--- src/rtl/fixq_pkg.sv ---
// Shared types and sizing for the fixed-point shift-add multiplier.
// FIXQ_MUL_RADIX4_EN selects two multiplier bits per step instead of one.
package fixq_pkg;

    typedef enum logic [1:0] {
        IDLE = 2'd0,
        RUN  = 2'd1,
        DONE = 2'd2
    } state_t;

    localparam int QW_DEF   = 40;
    localparam int DW_DEF   = 32;
    localparam int FRAC_DEF = 8;
    localparam int PW       = QW_DEF + DW_DEF;

`ifdef FIXQ_MUL_RADIX4_EN
    localparam int RADIX_BITS = 2;
`else
    localparam int RADIX_BITS = 1;
`endif

    // Number of RUN cycles needed to retire a qw-bit multiplier.
    function automatic int steps(input int qw);
        return qw / RADIX_BITS;
    endfunction

endpackage

--- src/rtl/fixq_pp_sel.sv ---
// Partial-product select for one multiplier step (radix-2, or radix-4 when
// FIXQ_MUL_RADIX4_EN is defined).
module fixq_pp_sel
    import fixq_pkg::*;
#(
    parameter int W = PW
) (
`ifdef FIXQ_MUL_RADIX4_EN
    input  logic [1:0]   mult_bits,
    input  logic [W-1:0] ds_sh,
    input  logic [W-1:0] ds3_sh,
`else
    input  logic         mult_bit,
    input  logic [W-1:0] ds_sh,
`endif
    output logic [W-1:0] pp
);

`ifdef FIXQ_MUL_RADIX4_EN
    always_comb begin
        pp = '0;
        unique case (mult_bits)
            2'd0: pp = '0;
            2'd1: pp = ds_sh;
            2'd2: pp = ds_sh << 1;
            2'd3: pp = ds3_sh;
            default: pp = '0;
        endcase
    end
`else
    always_comb begin
        pp = mult_bit ? ds_sh : '0;
    end
`endif

endmodule

--- src/rtl/fixq_multiplier.sv ---
// Sequential shift-add multiplier: unsigned 32.8 quotient x 32-bit divisor -> 64.8.
// Define FIXQ_MUL_RADIX4_EN for 2 bits/cycle (20-cycle latency instead of 40).
module fixq_multiplier
    import fixq_pkg::*;
#(
    parameter int QW   = QW_DEF,
    parameter int DW   = DW_DEF,
    parameter int FRAC = FRAC_DEF
) (
    input  logic               clk,
    input  logic               rst_n,
    input  logic               in_valid,
    output logic               in_ready,
    input  logic [QW-1:0]      q_in,
    input  logic [DW-1:0]      ds_in,
    output logic               out_valid,
    input  logic               out_ready,
    output logic [QW+DW-1:0]   prod,
    output logic [DW-1:0]      prod_int,
    output logic               ovf
);

    localparam int PROD_W = QW + DW;
    localparam int NSTEPS = steps(QW);
    localparam int CW     = $clog2(NSTEPS);

    state_t              state_q, state_d;
    logic [CW-1:0]       cnt_q;
    logic [QW-1:0]       mult_q;
    logic [PROD_W-1:0]   ds_sh_q;
    logic [PROD_W-1:0]   acc_q;
    logic [PROD_W-1:0]   prod_q;
    logic [PROD_W-1:0]   pp;
    logic [PROD_W-1:0]   acc_next;
    logic                accept;
`ifdef FIXQ_MUL_RADIX4_EN
    logic [PROD_W-1:0]   ds3_sh_q;
`endif

`ifdef FIXQ_MUL_RADIX4_EN
    fixq_pp_sel #(.W(PROD_W)) u_pp_sel (
        .mult_bits (mult_q[1:0]),
        .ds_sh     (ds_sh_q),
        .ds3_sh    (ds3_sh_q),
        .pp        (pp)
    );
`else
    fixq_pp_sel #(.W(PROD_W)) u_pp_sel (
        .mult_bit  (mult_q[0]),
        .ds_sh     (ds_sh_q),
        .pp        (pp)
    );
`endif

    assign accept   = in_valid && in_ready;
    assign acc_next = acc_q + pp;

    always_ff @(posedge clk or negedge rst_n) begin
        if (!rst_n) begin
            state_q <= IDLE;
        end else begin
            state_q <= state_d;
        end
    end

    always_comb begin
        state_d   = state_q;
        in_ready  = 1'b0;
        out_valid = 1'b0;
        case (state_q)
            IDLE: begin
                in_ready = 1'b1;
                if (in_valid) state_d = RUN;
            end
            RUN: begin
                if (cnt_q == '0) state_d = DONE;
            end
            DONE: begin
                out_valid = 1'b1;
                if (out_ready) state_d = IDLE;
            end
            default: state_d = IDLE;
        endcase
    end

    // The shifted divisor walks up one weight per step while the multiplier
    // walks down, so each step only needs an add, never a barrel shift.
    always_ff @(posedge clk or negedge rst_n) begin
        if (!rst_n) begin
            cnt_q    <= '0;
            mult_q   <= '0;
            ds_sh_q  <= '0;
            acc_q    <= '0;
            prod_q   <= '0;
`ifdef FIXQ_MUL_RADIX4_EN
            ds3_sh_q <= '0;
`endif
        end else if (accept) begin
            cnt_q    <= CW'(NSTEPS - 1);
            mult_q   <= q_in;
            ds_sh_q  <= PROD_W'(ds_in);
            acc_q    <= '0;
`ifdef FIXQ_MUL_RADIX4_EN
            ds3_sh_q <= PROD_W'(ds_in) + (PROD_W'(ds_in) << 1);
`endif
        end else if (state_q == RUN) begin
            cnt_q    <= cnt_q - CW'(1);
            mult_q   <= mult_q >> RADIX_BITS;
            ds_sh_q  <= ds_sh_q << RADIX_BITS;
            acc_q    <= acc_next;
`ifdef FIXQ_MUL_RADIX4_EN
            ds3_sh_q <= ds3_sh_q << RADIX_BITS;
`endif
            if (cnt_q == '0) prod_q <= acc_next;
        end
    end

    assign prod     = prod_q;
    assign prod_int = prod_q[DW+FRAC-1:FRAC];
    assign ovf      = |prod_q[PROD_W-1:DW+FRAC];

endmodule

--- config.mk ---
export PLATFORM = sky130hd
export DESIGN_NAME = fixq_multiplier
export DESIGN_NICKNAME = d
export VERILOG_FILES = /design/src/rtl/fixq_pkg.sv /design/src/rtl/fixq_pp_sel.sv /design/src/rtl/fixq_multiplier.sv
export SDC_FILE = /design/constraint.sdc
export NUM_CORES = 1
export LEC_CHECK = 0
export ABC_CLOCK_PERIOD_IN_PS = 3880
export BUFFER_PORTS_ARGS = -buffer_cell sky130_fd_sc_hd__buf_2
export CORE_ASPECT_RATIO = 1.75
export CORE_MARGIN = 2
export CORE_UTILIZATION = 59
export CTS_BUF_LIST = sky130_fd_sc_hd__clkbuf_16
export CTS_CLUSTER_SIZE = 16
export DETAILED_ROUTE_END_ITERATION = 12
export HOLD_SLACK_MARGIN = 0.02
export PLACE_DENSITY_LB_ADDON = 0.3
export SLEW_MARGIN = 20
export SYNTH_ARGS = -nofsm -noshare
export SYNTH_HDL_FRONTEND = slang
export SYNTH_SLANG_ARGS = --single-unit
--- constraint.sdc ---
create_clock -name clk -period 3.88 [get_ports clk]
set_input_delay 0 -clock clk [delete_from_list [all_inputs] [get_ports clk]]
set_output_delay 0 -clock clk [all_outputs]
set_load 0.005 [all_outputs]
Word-level counts from Yosys, hierarchy flattened
Index checks and enable logic that the tools add are counted.

Add/subtract/negate cells: 2. Bitwise operators: 1. Reductions and logical operators: 7. Multiplexer cells: 15. Equal/unequal tests: 5.

Operators with widths (count): two-way mux 72 bit (5); two-way mux 40 bit (2); adder 72 bit (1); OR reduction 32 bit (1); two-way mux 6 bit (2); zero test 6 bit (1); two-way mux 2 bit (3); one-hot mux 2 bit (3 select lines) (1); AND reduction 3 bit (2); subtractor 6 x 1 -> 6 bit, second input constant (1); inequality test 2 bit, second input constant (2); equality test 2 x 1 -> 1 bit, second input constant (1); equality test 2 bit, second input constant (1); zero test 2 bit (1); two-way mux 1 bit (2); inequality test 2 x 1 -> 1 bit, second input constant (1); nonzero test 2 bit (1); logical AND 1 bit (1); inverter 1 bit (1).

Register bits: 264. Output and inout port bits: 107.

Logic depth before layout (Yosys ltp)
Gate-level depths: netlist of run 1.

Word-level depth: 5. Depth in mapped cells: 15. Depth with buffers taken out: 13.

Hierarchy
A second synthesis of run 1 with hierarchy kept.

Cells, all modules: 1705. Area total of the unflattened synthesis: 15089.5 um^2.

Modules (own cells, without submodules): fixq_multiplier (times used 1, cells an instance 1626, sequential area each 6606.3 um^2, area an instance 14513.9 um^2); fixq_pp_sel (times used 1, cells an instance 79, sequential area each 0.0 um^2, area an instance 575.6 um^2).

Worst setup path before layout of run 1
No wires, ideal clock.

Path kind: register to register. Start point: register mult_q[0]. End point: register acc_q[70]. Path buffers: 1. Cell stages (with the launch flop): 15. Period minus slack after synthesis: 3139 ps. Path slack: 741 ps. Library setup time: 135 ps. Data arrival time: 3004 ps. Cells stage by stage: dfrtp_1 > clkbuf_1 > and2_1 > ha_1 > fa_1 > a211oi_1 > o21bai_1 > a21oi_1 > o211ai_2 > a21oi_1 > o211ai_2 > a211oi_2 > o31ai_1 > xnor2_1 > o21ai_0.

Word-level cells in the longest chain between the ends: 4.

Ends and longest elaborated chain: start, declared (line fixq_multiplier.sv:29) `logic [QW-1:0] mult_q;`; start signal, assigned (line fixq_multiplier.sv:100) `mult_q <= q_in;`; start signal, assigned (line fixq_multiplier.sv:108) `mult_q <= mult_q >> RADIX_BITS;`; two-way mux 72 bit (line fixq_pp_sel.sv:32) `pp = mult_bit ? ds_sh : '0;`; adder 72 bit (line fixq_multiplier.sv:56) `assign acc_next = acc_q + pp;`; two-way mux 72 bit (line fixq_multiplier.sv:106) `end else if (state_q == RUN) begin`; two-way mux 72 bit (line fixq_multiplier.sv:98) `end else if (accept) begin`; end signal, assigned (line fixq_multiplier.sv:110) `acc_q <= acc_next;`; end, declared (line fixq_multiplier.sv:31) `logic [PROD_W-1:0] acc_q;`.

No other way between the ends. The select of a mux whose other input is x is not followed. A chain may end at the register's enable or synchronous reset.

Final worst setup path of run 1
Start point: register mult_q[0]. End point: register prod_q[65], in the netlist prod[65].

Word-level cells in the longest chain between the ends: 2.

Ends and longest elaborated chain: two-way mux 72 bit (line fixq_pp_sel.sv:32); adder 72 bit (line fixq_multiplier.sv:56); end signal, assigned (line fixq_multiplier.sv:114) `if (cnt_q == '0) prod_q <= acc_next;`; end, declared (line fixq_multiplier.sv:32) `logic [PROD_W-1:0] prod_q;`.

No other way between the ends.

==> run_results.csv, run 1 <==
group,metric,value,unit
setup_path,critPathCaptureType,"flip-flop",
power,cellPowerDensity,845,nW/µm²
floorplan,die_w,126,µm
detailed_routing,num_vias,13900,
clock_tree,cts.repair.resized,0,
timing,report.final.slew_viol_count,0,
layout,nNetsFinal,2116,
placement,port_buffers,182,
detailed_routing,via_per_inst,6.04,
synthesis,syn-mean-instance-area,8.53,µm²
clock_tree,cts_tree,"yes",
global_routing,antenna_found_initial,0,
floorplan,start_util,59.9,%
clock_tree,clockBufferDepth,3,
floorplan,rows,78,
layout,final_core_util,69.4,%
setup_path,required,4.29,ns
layout,fill_cells,2029,
layout,multi_input_comb_area,8010,µm²
power,power_frac_clock,18.5,%
timing,setup_viol,0,
power,cellInternalPower,8.46,mW
global_routing,grt_pass1_vias,14100,
power,vdd_drop_max,0.554,mV
timing,slew_headroom,32.6,%
global_routing,grt_overflow_total,0,
flow_run,drv_cap,0,
detailed_routing,wl,44700,µm
setup_path,path_cells,"buf_12 -> and2_1 -> ha_1 -> a21oi_2 -> a21boi_1 -> o31ai_2 -> a31oi_1 -> a211oi_2 -> o21ai_2 -> a41o_2 -> a21boi_2 -> xor2_1 -> o21ai_1",
synthesis,synth_cells,1814,
clock_tree,htreeDepth,1,
timing,setup_ws,0.226,ns
clock_tree,cts-root-buf,"clkbuf_16",
timing,fin_skew,0.0151,ns
floorplan,die_area,27600,µm²
setup_path,cpPeakStageDelay,0.49,ns
placement,hpwl,30900,µm
timing,rsz0062_at_grt,"false",
layout,area_delta_synth_final,16.0,%
synthesis,ys_seq_elements,264,
detailed_routing,drtPass1Iterations,6,
synthesis,syn_nets,1964,
timing,max_freq,0.274,GHz
synthesis,synthesis.area,15500,µm²
synthesis,synth_top_area_share,42.7,%
timing,tightestPinTransition,1.01,ns
power,p_leak,8.48,nW
timing,fin_setup_tns,0,ns
floorplan,io_pins,183,
clock_tree,post_cts_buffers,0,
clock_tree,path_clk_slew,0.07,ns
power,power_switching,6.72,mW
floorplan,core_area,25900,µm²
setup_path,crit_fanout,27,
global_routing,grt_pass1_wl,71400,µm
setup_path,path_class,"reg2reg",
layout,seqCellArea,6610,µm²
synthesis,synth_async_sr_flop_share,100,%
hold_path,hold_class,"in2async",
run_status,outcome,"finished clean",
synthesis,synth_edf_count,0,
detailed_routing,drt_iter0_drc,997,
timing,finalCritPeriodShare,94.2,%
power,switching_share,44.3,%
setup_path,cp_data_arrival_time,4.06,ns
timing,hold_viol,0,
synthesis,ys.flop_type,"dfrtp_1",
timing,layout_min_cycle_time,3.65,ns
power,power_frac_comb,49.3,%
layout,drive_gt1_share,14.3,%
detailed_routing,drc,0,
synthesis,ys_warn_count,0,
synthesis,synth_seq_area_share,42.7,%
clock_tree,cts.sinks,264,
global_routing,grt.total_usage,31.9,%
setup_path,start_kind,"flip-flop",
clock_tree,numCtsBuffers,26,
clock_tree,insertion_delay,0.56,ns
global_routing,grt_max_degree,114,
synthesis,synth_top_area_cell,"dfrtp_1",
detailed_routing,antenna_left,0,
power,p_seq_share,32.2,%
detailed_routing,wire_per_inst,19.4,µm
floorplan,die_h,218,µm
synthesis,ys_top_cells_by_area,"dfrtp_1, nand2_1, o21ai_0, ha_1, a22oi_1",
placement,pre_cts_slack,0.279,ns
synthesis,synth_cell_types,74,
setup_path,slowest_stage,"dfrtp_1",
placement,gp_congestion,0.992,
[timing repair]
item | 4_1_cts | 5_1_grt
endpoints found under the setup margin | 0 | 2
hold buffers | 74 | 0
hold endpoints to repair | 178 | 0
[path summary, 6_finish.rpt]
path / start / to / slack [ns] / cells past startpoint
setup / recovery: mult_q[0]$_DFFE_PN0P_ / prod[65]$_DFFE_PN0P_ / 0.23 / 13
hold / removal: rst_n / prod[43]$_DFFE_PN0P_ / 0.06 / 2
hold reg to reg: mult_q[23]$_DFFE_PN0P_ / mult_q[23]$_DFFE_PN0P_ / 0.48 / 2
max in group asynchronous: rst_n / acc_q[65]$_DFFE_PN0P_ / 2.88 / 3
setup reg to reg: mult_q[0]$_DFFE_PN0P_ / prod[65]$_DFFE_PN0P_ / 0.23 / 13
min in group clk: out_ready / state_q[1]$_DFFE_PN0P_ / 0.17 / 3
[through the flow]
stage	hold WS, ns	total power [mW]	area (µm²)	cells
after floorplan	-0.296	10.1	15500	1814
after global placement	0.0987	12.0	16300	2184
after detailed placement	0.114	12.2	16300	2184
after CTS	0.132	15.1	17900	2305
after global routing	0.158	16.2	17900	2305
final	0.0586	15.2	18000	2309
[Yosys cell counts, types with 14 or more instances]
library cell / count
xor2_1: 22
a21o_1: 24
ha_1: 73
o21bai_1: 23
buf_4: 33
o21ai_1: 25
nor3_1: 18
nand4_1: 39
clkbuf_1: 108
nor2_1: 54
xnor2_1: 46
nand3_1: 69
a22oi_1: 71
and2_1: 79
inv_1: 28
o21ai_0: 194
dfrtp_1: 264
a21oi_1: 106
nand2_1: 387
nor4_1: 14
[cell families after synthesis]
group / synth area share, %
xor gates and xnor gates: 3.85
buffers and inverters: 5.89
and+or+nand+nor: 20.3
AOI/OAI and AO/OA: 20.9
DFF: 42.7
muxes: 0.396
adders and majority gates: 6.03
[layout by cell type, fill, tap and decap left out, types with 18 or more instances in the layout]
master,n
buf_2,181
nand2_1,386
dlygate4sd3_1,74
buf_4,19
o21bai_1,23
a21o_1,24
ha_1,73
nor3_1,18
o21ai_1,25
clkbuf_16,27
o21ai_0,194
nand3_1,69
nand4_1,39
nor2_1,53
a21oi_1,106
xnor2_1,46
dfrtp_1,264
xor2_1,22
inv_1,33
and2_1,78
a22oi_1,71
[cell type report]
cell class                 instances  area share, %
antenna                            4         0.0558
clock buffer                      27           3.76
clock inverter                    20           1.46
inverter                          29          0.606
multi-input combinational       1366           44.6
sequential                       264           36.8
tap                              320           2.23
timing repair buffer             279           10.5
[worst max-delay path: cells and delay by family, from the launching register on]
| kind | cells | cell delay (ns) |
|---|---|---|
| XOR/XNOR | 1 | 0.23 |
| AO/OA/AOI/OAI | 9 | 2.05 |
| AND/OR/NAND/NOR | 1 | 0.14 |
| adder cells (fa/ha/maj) | 1 | 0.36 |
| flip-flops | 1 | 0.49 |
| buffers and inverters | 1 | 0.21 |
[sequential cells by signal (all words and copies together) (netlist names)]
| register | flops |
|---|---|
| state_q | 2 |
| ds_sh_q | 72 |
| prod | 72 |
| cnt_q | 6 |
| mult_q | 40 |
| acc_q | 72 |
[metal layers]
metal | vias to the layer above | part of all wire, % | track usage [%]
met3 | 143 | 4.3 | 3.33
met5 | - | 0 | 0
li1 | 6596 | - | -
met4 | 0 | 5.3 | 16.9
met2 | 469 | 54 | 59.4
met1 | 6737 | 36 | 35.3
[power groups by stage]
stage | clock network (mW) | registers, mW | logic [mW]
3_5_place_dp | 0 | 4.89 | 7.28
4_1_cts | 2.84 | 4.86 | 7.39
3_3_place_gp | 0 | 4.85 | 7.12
2_1_floorplan | 0 | 4.62 | 5.45
6_report | 2.81 | 4.89 | 7.48
5_1_grt | 2.93 | 5.02 | 8.27
No activity file was read; power rests on OpenSTA's default activity.
==> inputs of run 2 (changes only) <==
==> constraint.sdc (replaced) <==
create_clock -name clk -period 3.88 [get_ports clk]
set_input_delay 0.194 -clock clk [delete_from_list [all_inputs] [get_ports clk]]
set_output_delay 0.194 -clock clk [all_outputs]
set_load 0.005 [all_outputs]
==> run_results.csv, run 2 (synthesis gave the netlist of run 1 again) <==
group,metric,value,unit
run_status,outcome,"finished clean",
floorplan,core_area,25900,µm²
power,vdd_drop_max,0.541,mV
hold_path,hold_class,"in2async",
floorplan,die_h,218,µm
detailed_routing,via_per_inst,5.97,
placement,gp_congestion,0.955,
setup_path,cp_data_arrival_time,4.18,ns
global_routing,grt_overflow_total,0,
timing,hold_viol,0,
floorplan,die_w,126,µm
layout,nNetsFinal,2116,
timing,tightestPinTransition,0.899,ns
timing,fin_skew,0.0136,ns
timing,slew_headroom,40.1,%
global_routing,grt.total_usage,31.6,%
detailed_routing,wire_per_inst,19.1,µm
floorplan,io_pins,183,
power,p_leak,8.43,nW
timing,finalCritPeriodShare,96.9,%
placement,placed_cells,2185,
placement,placed_area,16300,µm²
placement,hpwl,30800,µm
detailed_routing,antenna_left,0,
timing,rsz0062_at_grt,"false",
timing,report.final.slew_viol_count,0,
floorplan,die_area,27600,µm²
layout,seqCellArea,6610,µm²
detailed_routing,num_vias,13800,
timing,layout_min_cycle_time,3.76,ns
detailed_routing,drt_iter0_drc,1052,
setup_path,required,4.30,ns
setup_path,start_kind,"flip-flop",
global_routing,antenna_found_initial,0,
flow_run,drv_cap,0,
setup_path,critPathCaptureType,"flip-flop",
clock_tree,cts_tree,"yes",
clock_tree,cts.sinks,264,
timing,setup_viol,0,
timing,fin_setup_tns,0,ns
layout,fin_cells,2306,
placement,port_buffers,182,
timing,max_freq,0.266,GHz
layout,layout_common_cells,"nand2_1, dfrtp_1, o21ai_0, buf_2, a21oi_1",
floorplan,rows,78,
timing,fin_hold_ws,0.224,ns
power,cellPowerDensity,837,nW/µm²
floorplan,start_util,59.9,%
clock_tree,clockBufferDepth,3,
layout,area_delta_synth_final,15.3,%
detailed_routing,drtPass1Iterations,5,
layout,drive_gt1_share,14.1,%
setup_path,path_class,"reg2reg",
layout,final_common_cell,"nand2_1",
clock_tree,insertion_delay,0.55,ns
detailed_routing,wl,44100,µm
clock_tree,htreeDepth,1,
setup_path,crit_fanout,29,
layout,multi_input_comb_area,8000,µm²
global_routing,grt_pass1_wl,70900,µm
detailed_routing,drc,0,
global_routing,grt_max_degree,113,
clock_tree,cts-root-buf,"clkbuf_16",
global_routing,grt_pass1_vias,14100,
clock_tree,path_clk_slew,0.07,ns
clock_tree,numCtsBuffers,25,
layout,fill_cells,2023,
layout,design_area,17800,µm²
==> run 2: changes by cell type in the layout (fill, tap and decap cells not counted), sizes merged <==
cell    delta
clkinv     +2
inv        +1
bufinv     -2
diode      -3
buf        +1
clkbuf     -2
==> run 2: critical path, cell delays in order, from the launching register on <==
cell	delay, ns
dfrtp_1	0.48
buf_12	0.20
and2_1	0.15
ha_1	0.37
a21oi_2	0.19
a21boi_1	0.11
o31ai_2	0.36
a31oi_1	0.21
a211oi_2	0.47
o21ai_2	0.20
a41o_2	0.37
a21oi_2	0.15
xor2_1	0.26
o21ai_1	0.11
==> run 2: path summary, 6_finish.rpt <==
check / startpoint / to / slack (ns) / cells after the start
setup / recovery: mult_q[0]$_DFFE_PN0P_ / prod[69]$_DFFE_PN0P_ / 0.12 / 13
hold / removal: rst_n / prod[41]$_DFFE_PN0P_ / 0.22 / 2
setup reg to reg: mult_q[0]$_DFFE_PN0P_ / prod[69]$_DFFE_PN0P_ / 0.12 / 13
hold reg to reg: mult_q[31]$_DFFE_PN0P_ / mult_q[31]$_DFFE_PN0P_ / 0.48 / 2
max in group asynchronous: rst_n / mult_q[33]$_DFFE_PN0P_ / 2.59 / 3
min in group clk: in_valid / ds_sh_q[66]$_DFFE_PN0P_ / 0.30 / 3
==> run 2: layer usage <==
| layer | track usage (%) | vias to the layer above | routed length [µm] |
|---|---|---|---|
| met3 | 3.28 | 130 | 1980 |
| met2 | 59.2 | 409 | 23600 |
| met5 | 0 | - | 0 |
| met1 | 35.5 | 6646 | 16400 |
| li1 | - | 6593 | - |
| met4 | 14.8 | 0 | 2080 |
==> run 2: layout make-up <==
type | instances | area share (%)
tap | 320 | 2.24
timing repair buffer | 280 | 10.6
sequential | 264 | 37.0
clock inverter | 21 | 1.19
antenna | 1 | 0.0140
multi-input combinational | 1366 | 44.8
clock buffer | 25 | 3.51
inverter | 29 | 0.610
==> run 2: metrics by stage <==
step	utilization (%)	setup WS, ns	power [mW]
after CTS	69.0	0.196	14.9
after global placement	62.9	0.305	12.0
after detailed placement	62.9	0.208	12.2
after global routing	69.0	0.0400	16.0
after floorplan	-	0.741	10.1
final	69.0	0.120	14.9
==> run 2: what timing repair did <==
action,in CTS,in global routing
hold buffers,74,0
buffers inserted,0,0
hold endpoints to repair,160,0
gates resized for setup,0,1
endpoints found under the setup margin,0,3
==> run 2: where the power goes <==
group,switching [mW],internal (mW)
Clock,1.12,1.45
Combinational,4.68,2.83
Sequential,0.881,3.98
Total,6.68,8.25
==> inputs of run 3 (changes only) <==
--- a/config.mk
+++ b/config.mk
@@ -14,7 +14,7 @@
 export CTS_CLUSTER_SIZE = 16
 export DETAILED_ROUTE_END_ITERATION = 12
 export HOLD_SLACK_MARGIN = 0.02
-export PLACE_DENSITY_LB_ADDON = 0.3
+export PLACE_DENSITY = 0.89
 export SLEW_MARGIN = 20
 export SYNTH_ARGS = -nofsm -noshare
 export SYNTH_HDL_FRONTEND = slang
==> run_results.csv, run 3 (synthesis gave the netlist of run 1 again) <==
group,metric,value,unit
global_routing,grt.total_usage,33.2,%
clock_tree,path_clk_slew,0.07,ns
power,vdd_drop_max,0.647,mV
clock_tree,post_cts_buffers,0,
detailed_routing,wl,45900,µm
placement,hpwl,30900,µm
power,total_power,15.1,mW
clock_tree,clockBufferDepth,3,
timing,setup_viol,0,
global_routing,antenna_found_initial,0,
global_routing,grt_pass1_wl,74200,µm
timing,finalCritPeriodShare,98.2,%
setup_path,path_class,"reg2reg",
setup_path,rrSetupSlack,0.07,ns
clock_tree,insertion_delay,0.56,ns
global_routing,grt_max_degree,101,
floorplan,start_util,59.9,%
setup_path,slowest_stage,"dfrtp_1",
floorplan,core_area,25900,µm²
clock_tree,cts-root-buf,"clkbuf_16",
setup_path,cp_data_arrival_time,4.21,ns
floorplan,io_pins,183,
timing,report.final.slew_viol_count,0,
timing,layout_min_cycle_time,3.81,ns
setup_path,crit_fanout,13,
detailed_routing,drtPass1Iterations,6,
clock_tree,htreeDepth,1,
detailed_routing,num_vias,14400,
timing,fin_setup_tns,0,ns
clock_tree,cts.sinks,264,
layout,area_delta_synth_final,16.0,%
setup_path,start_kind,"flip-flop",
setup_path,critical-path-top-delay-family,"compound AO/OA/AOI/OAI gates",
layout,fill_cells,1931,
setup_path,cpPeakStageDelay,0.53,ns
flow_run,drv_cap,0,
timing,rsz0062_at_grt,"false",
timing,slew_headroom,33.3,%
floorplan,die_w,126,µm
floorplan,die_h,218,µm
setup_path,crit_buf_inv,2,
global_routing,grt_pass1_vias,14700,
placement,port_buffers,182,
timing,fin_skew,0.0177,ns
timing,max_freq,0.263,GHz
setup_path,critPathCaptureType,"flip-flop",
layout,drive_gt1_share,15.5,%
clock_tree,cts_tree,"yes",
layout,fin_cells,2328,
detailed_routing,drt_iter0_drc,1281,
layout,layout_common_cells,"nand2_1, dfrtp_1, o21ai_0, buf_2, a21oi_1",
layout,final_core_util,69.4,%
detailed_routing,wire_per_inst,19.7,µm
timing,hold_viol,0,
power,p_leak,8.52,nW
placement,placed_cells,2207,
setup_path,path_cells,"buf_4 -> and2_1 -> ha_1 -> nand2_1 -> nor4_2 -> o21ai_1 -> a21oi_2 -> a41oi_2 -> buf_4 -> o2111ai_2 -> nand2_2 -> o31ai_2 -> xnor2_1 -> o21ai_1",
layout,final_common_cell,"nand2_1",
timing,tightestPinTransition,1.00,ns
layout,nNetsFinal,2138,
detailed_routing,via_per_inst,6.19,
placement,gp_congestion,1.01,
hold_path,hold_class,"in2async",
setup_path,required,4.29,ns
detailed_routing,drc,0,
detailed_routing,antenna_left,0,
power,cellPowerDensity,839,nW/µm²
floorplan,die_area,27600,µm²
floorplan,rows,78,
clock_tree,numCtsBuffers,25,
run_status,outcome,"finished clean",
global_routing,grt_overflow_total,0,
[run 3: path summary, 6_finish.rpt]
kind | from | to | depth (start not counted)
max | mult_q[0]$_DFFE_PN0P_ | prod[64]$_DFFE_PN0P_ | 14
min | rst_n | prod[24]$_DFFE_PN0P_ | 2
max reg2reg | mult_q[0]$_DFFE_PN0P_ | prod[64]$_DFFE_PN0P_ | 14
min reg2reg | mult_q[5]$_DFFE_PN0P_ | mult_q[5]$_DFFE_PN0P_ | 2
max in group asynchronous | rst_n | ds_sh_q[57]$_DFFE_PN0P_ | 3
min in group clk | in_valid | ds_sh_q[34]$_DFFE_PN0P_ | 3
[run 3: final cells by class]
cell class              instances  area [µm²]  share of cell area, %
flip-flops and latches        264        6610                   36.8
well taps                     320         400                   2.23
multi-input cells            1366        8010                   44.6
clock inverters                21         175                  0.975
clock buffers                  25         626                   3.48
diodes                          1        2.50                 0.0139
repair buffers                302        2030                   11.3
inverters                      29         109                  0.606
[run 3: repair_timing]
action / in CTS / in global routing
hold buffers: 74 / 0
resized for setup: 0 / 7
setup endpoints to repair: 0 / 23
endpoints found under the hold margin: 168 / 0
[run 3: where the power goes]
part / switching [mW] / leakage [nW] / internal (mW)
clock network: 1.15 / 0.404 / 1.33
logic: 4.77 / 4.73 / 2.91
registers: 0.935 / 3.38 / 3.98
[run 3: routing by layer]
metal	track usage, %	part of all wire [%]
met1	37.5	36
met4	20.4	6.9
met2	59.2	52
met5	0	0
met3	3.77	4.8
[run 3: metrics by stage]
stage                     hold slack [ns]  area (µm²)  worst slack (ns)
after floorplan                    -0.102       15500             0.741
after global placement              0.265       16400             0.175
after detailed placement            0.278       16400             0.131
after CTS                           0.288       17900             0.115
after global routing                0.348       18000           0.00365
final                               0.248       18000            0.0713
